<file path="config.mk">
export PLATFORM = sky130hd
export DESIGN_NAME = priority_encoder_stream
export DESIGN_NICKNAME = d
export VERILOG_FILES = /design/src/rtl/priority_encoder_stream_pkg.sv /design/src/rtl/lsb_index_find.sv /design/src/rtl/priority_encoder_stream.sv
export SDC_FILE = /design/constraint.sdc
export NUM_CORES = 1
export LEC_CHECK = 0
export ABC_CLOCK_PERIOD_IN_PS = 3300
export BUFFER_PORTS_ARGS = -buffer_cell sky130_fd_sc_hd__buf_4
export CAP_MARGIN = 20
export CORE_AREA = 2 2 45 47
export DETAILED_ROUTE_END_ITERATION = 16
export DIE_AREA = 0 0 47 49
export HOLD_SLACK_MARGIN = 0.06
export PLACE_DENSITY_LB_ADDON = 0.05
export SLEW_MARGIN = 20
export SYNTH_ARGS = -nofsm -noshare
export SYNTH_HDL_FRONTEND = slang
export SYNTH_SLANG_ARGS = --single-unit
</file>
<file path="constraint.sdc">
create_clock -name clk -period 3.3 [get_ports clk]
set_input_delay 0.495 -clock clk [delete_from_list [all_inputs] [get_ports clk]]
set_output_delay 0.495 -clock clk [all_outputs]
set_load 0.02 [all_outputs]
</file>
<file path="src/rtl/priority_encoder_stream_pkg.sv">
// Shared types and bit-manipulation helpers for priority_encoder_stream.
//   state_t     : serialiser state (IDLE, SCAN)
//   onehot_lsb  : isolates the lowest set bit of a vector
//   is_single   : true when exactly one bit of a vector is set
// The helpers work on MAX_WIDTH bits. Callers zero-extend narrower vectors,
// which leaves both results unchanged.
package priority_encoder_stream_pkg;

    localparam int MAX_WIDTH = 64;

    typedef enum logic {
        IDLE = 1'b0,
        SCAN = 1'b1
    } state_t;

    // Two's-complement trick: vec & -vec keeps only the lowest set bit.
    function automatic logic [MAX_WIDTH-1:0] onehot_lsb(input logic [MAX_WIDTH-1:0] vec);
        return vec & (~vec + 64'd1);
    endfunction

    // Clearing the lowest set bit leaves zero exactly when one bit was set.
    function automatic logic is_single(input logic [MAX_WIDTH-1:0] vec);
        return (vec != '0) && ((vec & (vec - 64'd1)) == '0);
    endfunction

endpackage

</file>
<file path="src/rtl/lsb_index_find.sv">
// Combinational lowest-set-bit encoder.
// This is the WIDTH-parametrised form of the old fixed 5-bit priority encoder.
// Ports:
//   vec : input vector
//   idx : index of the lowest set bit of vec; 0 when vec is zero
//   any : vec has at least one bit set
module lsb_index_find #(
    parameter int WIDTH = 5,
    localparam int IDX_W = $clog2(WIDTH)
) (
    input  logic [WIDTH-1:0] vec,
    output logic [IDX_W-1:0] idx,
    output logic             any
);

    // Scan from the top down so that the lowest set bit is the last one written.
    always_comb begin
        idx = '0;
        for (int i = WIDTH - 1; i >= 0; i--) begin
            if (vec[i]) begin
                idx = IDX_W'(i);
            end
        end
    end

    assign any = |vec;

endmodule

</file>
<file path="src/rtl/priority_encoder_stream.sv">
// Streaming priority encoder.
// The block accepts a WIDTH-bit hot vector on a valid/ready handshake. It then
// emits the index of each set bit, lowest first, one per cycle, on a
// valid/ready stream. An all-zero vector is consumed and produces no output.
// Ports:
//   clk, reset        : clock and synchronous active-high reset
//   flush_i           : drop the vector in progress and return to IDLE
//   vec_valid_i/vec_ready_o/hot_vector_i : input vector handshake
//   idx_valid_o/idx_ready_i/idx_o        : output index stream
//   busy_o            : a vector is being serialised
//   last_o            : present only when PRIORITY_ENCODER_STREAM_LAST_EN is
//                       defined; marks the final index of each vector
// Timing note: vec_ready_o depends combinationally on idx_ready_i. This lets
// the next vector load on the same cycle that the final index is taken.
module priority_encoder_stream
    import priority_encoder_stream_pkg::*;
#(
    parameter int WIDTH = 5,
    localparam int IDX_W = $clog2(WIDTH)
) (
    input  logic             clk,
    input  logic             reset,
    input  logic             flush_i,
    input  logic             vec_valid_i,
    output logic             vec_ready_o,
    input  logic [WIDTH-1:0] hot_vector_i,
    output logic             idx_valid_o,
    input  logic             idx_ready_i,
    output logic [IDX_W-1:0] idx_o,
    output logic             busy_o
`ifdef PRIORITY_ENCODER_STREAM_LAST_EN
    ,
    output logic             last_o
`endif
);

    state_t           state_reg, state_next;
    logic [WIDTH-1:0] pend_reg, pend_next;
    logic [WIDTH-1:0] pend_cleared;
    logic [IDX_W-1:0] lsb_idx;
    logic             lsb_any;
    logic             pend_single;
    logic             accept;

    lsb_index_find #(.WIDTH(WIDTH)) u_lsb_index_find (
        .vec (pend_reg),
        .idx (lsb_idx),
        .any (lsb_any)
    );

    assign pend_single  = is_single(64'(pend_reg));
    assign pend_cleared = WIDTH'(64'(pend_reg) & ~onehot_lsb(64'(pend_reg)));

    assign vec_ready_o = !reset && !flush_i &&
                         (state_reg == IDLE ||
                          (state_reg == SCAN && idx_ready_i && pend_single));
    assign accept      = vec_valid_i && vec_ready_o;

    // Reset gates the outputs straight away, before the state register clears.
    assign idx_valid_o = (state_reg == SCAN) && !reset;
    assign idx_o       = (idx_valid_o && lsb_any) ? lsb_idx : '0;
    assign busy_o      = idx_valid_o;

`ifdef PRIORITY_ENCODER_STREAM_LAST_EN
    assign last_o = idx_valid_o && pend_single;
`endif

    always_comb begin
        state_next = state_reg;
        pend_next  = pend_reg;
        if (flush_i) begin
            state_next = IDLE;
            pend_next  = '0;
        end else begin
            if (state_reg == SCAN && idx_ready_i) begin
                pend_next = pend_cleared;
                if (pend_cleared == '0) begin
                    state_next = IDLE;
                end
            end
            // A new vector can only arrive once the current one is on its
            // final beat, so it safely overrides the clear above.
            if (accept) begin
                if (hot_vector_i != '0) begin
                    pend_next  = hot_vector_i;
                    state_next = SCAN;
                end else begin
                    pend_next  = '0;
                    state_next = IDLE;
                end
            end
        end
    end

    always_ff @(posedge clk) begin
        if (reset) begin
            state_reg <= IDLE;
            pend_reg  <= '0;
        end else begin
            state_reg <= state_next;
            pend_reg  <= pend_next;
        end
    end

endmodule

</file>
==> impl_metrics.toml, run 1 <==
[logic_synthesis]
synth_xor_xnor_area_share_pct = 1.695
synth.top_cell.area_share_pct = 23.24
synth_top_family_by_area = "simple AND/OR/NAND/NOR gates"
synth_top_cell_by_area = "dfxtp_1"
yosys_warnings = 0
yosys-top-cells-area = "dfxtp_1 23%, mux2_4 15%, buf_6 6.5%"
syn-cell-area_um2 = 516.7
syn_inst = 58
synthAdderAreaFrac_pct = 0
synth-simple-area-share_pct = 32.69
synth-edff-count = 0
synth_seq_area_share_pct = 23.24
syn-mean-instance-area_um2 = 8.909
syn_nets = 68
synthFlopType = "dfxtp_1"
synth_compound_area_share_pct = 17.68
yosys-top-cells-count = "6 x dfxtp_1, 6 x nor3_1, 5 x mux2_4, 5 x o21ai_0"
synthDistinctLibCells = 28
async_flop_share_pct = 0
synth_seq_cells = 6
synthMuxAreaShare_pct = 14.53

[sta]
fin_crit_sh_pct = 59.76
setup_slack_ns = 1.328
rsz0062_at_grt = "false"
drv_slew = 0
max_slew_margin_pct = 78.20
fmaxAchievable_mhz = 507.1
tns_ns = 0
finalSetupViolations = 0
hold_viol_final = 0
tightest_slew_ns = 0.3225
fin_crit_ns = 1.972
clock_skew_ns = 0.0005796

[global_route]
grt_overflow = 0
grt_antenna_before_repair = 0
grt_first_pass_wirelength_mm = 1.897
grt_pass1_vias = 446
grt_max_degree = 11
grt_usage_pct = 11.60

[flow_run]
maxCapViolations = 0

[detailed_routing]
ant_nets = 0
wl_per_cell_um = 11.11
dr.pass1.iters = 4
drc_errors = 0
viasPerCell = 4.798
dr.first_iter.drc_count = 4
totalWireLength_mm = 1.100
vias = 475

[floorplan]
rows = 16
fp.dieW_um = 47
num_io_pins = 16
start_util_pct = 28.06
coreArea_um2 = 1842
die_h_um = 49
dieArea_um2 = 2303

[worst_setup_path]
reg2reg_depth = 4
cp.arrival_ns = 1.48
start_kind = "register"
r2r_slack_ns = 1.67
critPathMaxStageDelay_ns = 0.51
cp_max_fo = 10
cp-end-kind = "output pin"
critical_path_class = "reg -> out"
crit_buf_inv = 1
slowest_stage = "dfxtp_1"
path_delay_family = "flip-flops"
required_ns = 2.80
r2r_start = "pend_reg[0]"
cp_cell_sequence = "xor2_1 > a221oi_2 > o21ai_0 > buf_4"
r2r-end = "pend_reg[4]"

[clock_network]
clock_sinks = 6
cts_buffers = 3
clock_path_buffers = 2
cts_tree = "yes"
cts-resized-gates = 0
ctsHoldBuffers = 0
h-tree-depth = 1
cts-root-buf = "clkbuf_4"
path_clk_slew_ns = 0.04
insertion_delay_ns = 0.24
post_cts_buffers = 0

[cells_and_area]
drive_gt1_share_pct = 38.89
antenna_cells = 0
largest_reg_flops = 5
area_delta_synth_final_pct = 24.70
fin_area_um2 = 644.4
nets = 84

[placement]
dp_slack_ns = 1.523
io_buffer_count = 15
gp_congestion = 0.6367
placed_area_um2 = 621.8
hpwl_um = 878

[power]
power_density_nw_per_um2 = 313.9
vdd_ir_drop_max_uv = 128.5
p_leak_uw = 0.0002669

[worst_hold_path]
hp-class = "in -> reg"
min_path_cells = 2
whs_endpoint = "pend_reg[2]"
hp-start = "hot_vector_i[2]"

[outcome]
status = "complete, no violations"
-- power breakdown --
group          internal [µW]  switching [µW]
registers               76.9            8.33
logic                   28.1            24.7
clock network           40.9            23.3
-- cells in the final DEF (no fill, tap or decap), types with 2 or more instances in the layout --
master	netlist	final
nor2b_1	2	2
inv_1	3	3
nor4_1	2	2
dfxtp_1	6	6
buf_4	1	15
clkbuf_4	0	3
nand2_1	4	4
mux2_4	5	5
o21ai_0	5	5
nor2_1	4	4
nor3_1	6	6
-- layer usage --
metal / vias up / global-route usage (%) / routed length [µm] / part of all wire [%]
li1: 242 / - / - / -
met1: 224 / 14.35 / 508 / 46
met5: - / 0 / 0 / 0
met4: 0 / 8.333 / 0 / 0
met3: 0 / 2.222 / 32 / 2.9
met2: 9 / 17.12 / 559 / 51
-- metrics by stage --
stage	utilization (%)	total power, µW	hold WS, ns	cells
final	34.99	202.2	0.4905	99
after detailed placement	33.76	139.8	0.5928	96
after global routing	34.99	217.0	0.4803	99
after CTS	34.99	207.1	0.4789	99
after global placement	33.76	141.0	0.6068	96
after floorplan	-	123.5	0.5271	58
-- worst max path at each step --
stage / from / to / slack (ns) / cells after the start
floorplan: reset / idx_o[1] / 1.48 / 2
global placement: reset / vec_ready_o / 1.55 / 5
detailed placement: reset / vec_ready_o / 1.52 / 5
CTS: pend_reg[0] / vec_ready_o / 1.31 / 4
global route: pend_reg[4] / vec_ready_o / 1.17 / 4
finish: pend_reg[0] / vec_ready_o / 1.33 / 4
-- cells by family after synthesis --
group	Yosys count
AO/OA/AOI/OAI	11
XOR/XNOR	1
buffers and inverters	7
flip-flops	6
multiplexers	5
AND/OR/NAND/NOR	28
-- cell type report --
| class | instances | area, µm² |
|---|---|---|
| clock buffers | 3 | 22.52 |
| fillers | 206 | 1197 |
| inverters | 3 | 11.26 |
| multi-input cells | 45 | 344.1 |
| flip-flops and latches | 6 | 120.1 |
| well taps | 27 | 33.78 |
| repair buffers | 15 | 112.6 |
No activity file was read; power rests on OpenSTA's default activity.
==> run 2, diff against run 1 <==
--- a/config.mk
+++ b/config.mk
@@ -5,7 +5,7 @@
 export SDC_FILE = /design/constraint.sdc
 export NUM_CORES = 1
 export LEC_CHECK = 0
-export ABC_CLOCK_PERIOD_IN_PS = 3300
+export ABC_CLOCK_PERIOD_IN_PS = 1700
 export BUFFER_PORTS_ARGS = -buffer_cell sky130_fd_sc_hd__buf_4
 export CAP_MARGIN = 20
 export CORE_AREA = 2 2 45 47
==> constraint.sdc (replaced) <==
create_clock -name clk -period 1.7 [get_ports clk]
set_input_delay 0.255 -clock clk [delete_from_list [all_inputs] [get_ports clk]]
set_output_delay 0.255 -clock clk [all_outputs]
set_load 0.02 [all_outputs]
==> run 2 against run 1 <==
Critical path depth is the same. First-iteration DRC count grew 25%. Sequential power is 96% higher. Critical endpoint unchanged. Largest cell class unchanged.
==> impl_metrics.toml, run 2 (same netlist as run 1, synthesis figures left out) <==
[sta]
fin_crit_ns = 1.657
fin_crit_sh_pct = 97.45
tightest_slew_ns = 0.2733
finalSetupViolations = 0
hold_viol_final = 0
setup_slack_ns = 0.04335
clock_skew_ns = 0.003431
fmaxAchievable_mhz = 603.6
max_slew_margin_pct = 81.67
rsz0062_at_grt = "true"
drv_slew = 0

[global_route]
grt.met2_usage_pct = 18.72
grt_antenna_before_repair = 0
grt_overflow = 0
globalRouteMet3Util_pct = 2.222
grt_pass1_vias = 435
grt_first_pass_wirelength_mm = 1.918
grt_max_degree = 9
grt.met1_usage_pct = 14.13
grt_usage_pct = 11.60
grt.busiest_layer = "met2"

[detailed_routing]
totalWireLength_mm = 1.141
vias = 488
viasPerCell = 4.784
dr.pass1.iters = 4
ant_nets = 0
dr.first_iter.drc_count = 5
drc_errors = 0
wl_per_cell_um = 11.19

[cells_and_area]
mostFrequentLayoutCells = "18 x buf_4, 6 x nor3_1, 5 x mux2_4"
drive_gt1_share_pct = 50.67
antenna_cells = 0
layout_commonest_cell = "buf_4"
nets = 87
largest_reg_flops = 5
area_delta_synth_final_pct = 35.35
final_core_util_pct = 37.98

[worst_setup_path]
r2r_start = "pend_reg[2]"
r2r_slack_ns = 0.11
required_ns = 1.44
crit_path_end = "vec_ready_o"
cp.arrival_ns = 1.40
r2r-end = "pend_reg[4]"
reg2reg_depth = 4
start_kind = "register"
cp-end-kind = "output pin"
cp_max_fo = 8
cp-startpoint = "pend_reg[2]"
critical_path_class = "reg -> out"

[flow_run]
maxCapViolations = 0

[clock_network]
cts_tree = "yes"
ctsHoldBuffers = 0
insertion_delay_ns = 0.24
clock_path_buffers = 2
post_cts_buffers = 0
clock_sinks = 6
cts-root-buf = "clkbuf_4"
cts_buffers = 3
h-tree-depth = 1
path_clk_slew_ns = 0.04

[power]
vdd_ir_drop_max_uv = 321.1
power_density_nw_per_um2 = 583.5
p_leak_uw = 0.0002906

[placement]
dp_slack_ns = 0.05092
hpwl_um = 943.1
io_buffer_count = 15
gp_congestion = 0.6906

[floorplan]
dieArea_um2 = 2303
rows = 16
fp.dieW_um = 47
coreArea_um2 = 1842
die_h_um = 49
start_util_pct = 28.06
num_io_pins = 16

[worst_hold_path]
hp-class = "in -> reg"

[outcome]
status = "complete, no violations"
## run 2: cell type report
class                   instances  area (µm²)
flip-flops and latches          6       127.6
well taps                      27       33.78
clock buffers                   3       22.52
inverters                       3       11.26
repair buffers                 18       135.1
fillers                       207        1142
multi-input cells              45       369.1
## run 2: where the power goes
part | internal (µW) | leakage [µW] | switching, µW
clock | 79.4 | 0.0000138 | 45.3
sequential | 150 | 0.0000511 | 17.5
combinational | 64.0 | 0.000226 | 52.4
total | 293 | 0.000291 | 115
## run 2: worst max-delay path, cell delays in order (launching register included)
cell and delay (ns):
dfxtp_4 0.37, nor4_4 0.32, a41oi_2 0.18, o21ai_1 0.13, buf_4 0.16
## run 2: per-layer routing
layer	share of wire (%)	wire (µm)
met5	0	0
met4	0	0
met2	55	624
met1	42	481
met3	3.2	36
## run 2: metrics by stage
stage | cell area [µm²] | power [µW] | setup TNS (ns) | std cells | hold slack [ns]
global route | 699.4 | 439.0 | -0.06950 | 102 | 0.2448
global placement | 644.4 | 279.8 | 0 | 99 | 0.4928
detailed placement | 644.4 | 278.0 | 0 | 99 | 0.4941
CTS | 694.4 | 415.2 | 0 | 102 | 0.2449
finish | 699.4 | 408.1 | 0 | 102 | 0.2490
floorplan | 516.7 | 239.8 | 0 | 58 | 0.3984
## run 2: worst min path at each step
stage | startpoint | endpoint | slack [ns] | cells after the start
floorplan | hot_vector_i[0] | pend_reg[0] | 0.40 | 1
finish | hot_vector_i[2] | pend_reg[2] | 0.25 | 2
global route | hot_vector_i[2] | pend_reg[2] | 0.24 | 2
global placement | hot_vector_i[3] | pend_reg[3] | 0.49 | 2
CTS | hot_vector_i[2] | pend_reg[2] | 0.24 | 2
detailed placement | hot_vector_i[2] | pend_reg[2] | 0.49 | 2
## run 2: what timing repair did
item | in CTS | in global routing
resized for setup | 7 | 3
setup endpoints to repair | 1 | 2
pin swaps | 1 | 2
==> run 3, diff against run 2 <==
--- a/config.mk
+++ b/config.mk
@@ -8,11 +8,13 @@
 export ABC_CLOCK_PERIOD_IN_PS = 1700
 export BUFFER_PORTS_ARGS = -buffer_cell sky130_fd_sc_hd__buf_4
 export CAP_MARGIN = 20
-export CORE_AREA = 2 2 45 47
+export CORE_AREA = 2 2 50 43
 export DETAILED_ROUTE_END_ITERATION = 16
-export DIE_AREA = 0 0 47 49
+export DIE_AREA = 0 0 52 45
+export GPL_ROUTABILITY_DRIVEN = 0
 export HOLD_SLACK_MARGIN = 0.06
 export PLACE_DENSITY_LB_ADDON = 0.05
+export SKIP_LAST_GASP = 1
 export SLEW_MARGIN = 20
 export SYNTH_ARGS = -nofsm -noshare
 export SYNTH_HDL_FRONTEND = slang
==> run 3 against run 2 <==
Core utilization is 0.72 points higher. Cell area is 0.18% lower. Critical path type unchanged. Sequential share of layout area is 0.39 points higher. Critical endpoint unchanged. Largest cell class unchanged. Highest routed layer is now met4.
==> impl_metrics.toml, run 3 (same netlist as run 1, synthesis figures left out) <==
[outcome]
status = "complete, no violations"

[global_route]
grt_usage_pct = 12.24
grt_antenna_before_repair = 0
grt_max_degree = 9
grt_first_pass_wirelength_mm = 2.063
grt_pass1_vias = 469
grt_overflow = 0

[placement]
dp_slack_ns = 0.04551
hpwl_um = 949.1
placed_area_um2 = 640.6
io_buffer_count = 15

[floorplan]
rows = 14
die_h_um = 45
dieArea_um2 = 2340
coreArea_um2 = 1804
fp.dieW_um = 52
start_util_pct = 28.64
num_io_pins = 16

[power]
vdd_ir_drop_max_uv = 298.1
p_leak_uw = 0.0002918
power_density_nw_per_um2 = 584.6
p_sw_uw = 116.1
seq_power_share_pct = 40.7
p_int_uw = 292.0
switching_share_pct = 28.44
finalPower_uw = 408.1
clock_power_share_pct = 30.5
p_comb_share_pct = 28.8

[detailed_routing]
route.met3.wl_um = 57
totalWireLength_mm = 1.167
wl_per_cell_um = 11.79
highest_layer = "met4"
dr.pass1.iters = 4
drc_errors = 0
ant_nets = 0
vias = 490
routed-wl-met2_um = 518
drt-met1-wl_um = 581
dr.first_iter.drc_count = 3
viasPerCell = 4.949

[sta]
fmaxAchievable_mhz = 619.1
fin_crit_sh_pct = 95.02
tightest_slew_ns = 0.2930
max_slew_margin_pct = 80.47
rsz0062_at_grt = "true"
fin_crit_ns = 1.615
setup_slack_ns = 0.08465
finalSetupViolations = 0
drv_slew = 0
hold_viol_final = 0
clock_skew_ns = 0.0002758

[worst_setup_path]
cp.arrival_ns = 1.36
cp-end-kind = "output pin"
cp_max_fo = 6
required_ns = 1.44
critPathMaxStageDelay_ns = 0.36
critical_path_class = "reg -> out"
start_kind = "register"
cp_cell_sequence = "nor4_4 > a41oi_2 > o21ai_1 > buf_4"
slowest_stage = "dfxtp_4"

[clock_network]
cts-root-buf = "clkbuf_4"
ctsHoldBuffers = 0
cts_tree = "yes"
insertion_delay_ns = 0.24
h-tree-depth = 1
path_clk_slew_ns = 0.04
clock_sinks = 6
clock_path_buffers = 2
cts_buffers = 3

[cells_and_area]
drive_gt1_share_pct = 50.67
nets = 87
antenna_cells = 0
area_delta_synth_final_pct = 35.11
largest_reg_flops = 5
layout_commonest_cell = "buf_4"
fin_area_um2 = 698.2
mostFrequentLayoutCells = "18 x buf_4, 6 x nor3_1, 5 x mux2_4, 4 x nand2_1, 4 x o21ai_0"

[flow_run]
maxCapViolations = 0

[worst_hold_path]
hp-class = "in -> reg"
[run 3: cell counts in the layout (fill, tap and decap cells not counted)]
No cell type changed its count.
[run 3: timing repair]
item,in CTS,in global routing
setup endpoints to repair,1,4
setup buffers,0,0
pin swaps,0,3
gates cloned,0,0
resized for setup,3,8
[run 3: power groups by stage]
stage | registers [µW] | logic, µW | clock network (µW)
floorplan | 159 | 80.4 | 0
global placement | 167 | 114 | 0
detailed placement | 166 | 113 | 0
CTS | 166 | 116 | 132
global route | 167 | 129 | 147
finish | 166 | 118 | 125
[run 3: routing by layer]
metal | global-route usage [%] | up-vias
met1 | 15.65 | 226
met3 | 2.980 | 2
met4 | 7.895 | 0
met5 | 0 | -
met2 | 18.48 | 10
li1 | - | 252
[run 3: metrics by stage]
step	hold WS, ns	utilization (%)	instances	setup TNS (ns)
finish	0.2490	38.70	99	0
global route	0.2410	38.70	99	-0.01779
CTS	0.2418	37.38	99	0
detailed placement	0.4927	35.51	96	0
global placement	0.4922	35.51	96	0
floorplan	0.3984	-	58	0
[run 3: worst max-delay path: cells and delay by family, from the launching register on]
kind / cells / cell delay (ns)
AO/OA/AOI/OAI: 2 / 0.29
flip-flops: 1 / 0.36
AND/OR/NAND/NOR: 1 / 0.31
buffers and inverters: 1 / 0.15
[run 3: final timing paths]
kind | startpoint | to | slack (ns) | cells after the start
max | pend_reg[4] | vec_ready_o | 0.08 | 4
min | hot_vector_i[3] | pend_reg[3] | 0.25 | 2
max reg2reg | pend_reg[4] | pend_reg[3] | 0.12 | 4
min reg2reg | state_reg | state_reg | 0.62 | 2
[run 3: area by class of cell]
cell class | count | area, µm²
Tap cell | 24 | 30.03
Clock buffer | 3 | 22.52
Multi-Input combinational cell | 45 | 369.1
Fill cell | 200 | 1106
Sequential cell | 6 | 130.1
Timing Repair Buffer | 18 | 135.1
Inverter | 3 | 11.26
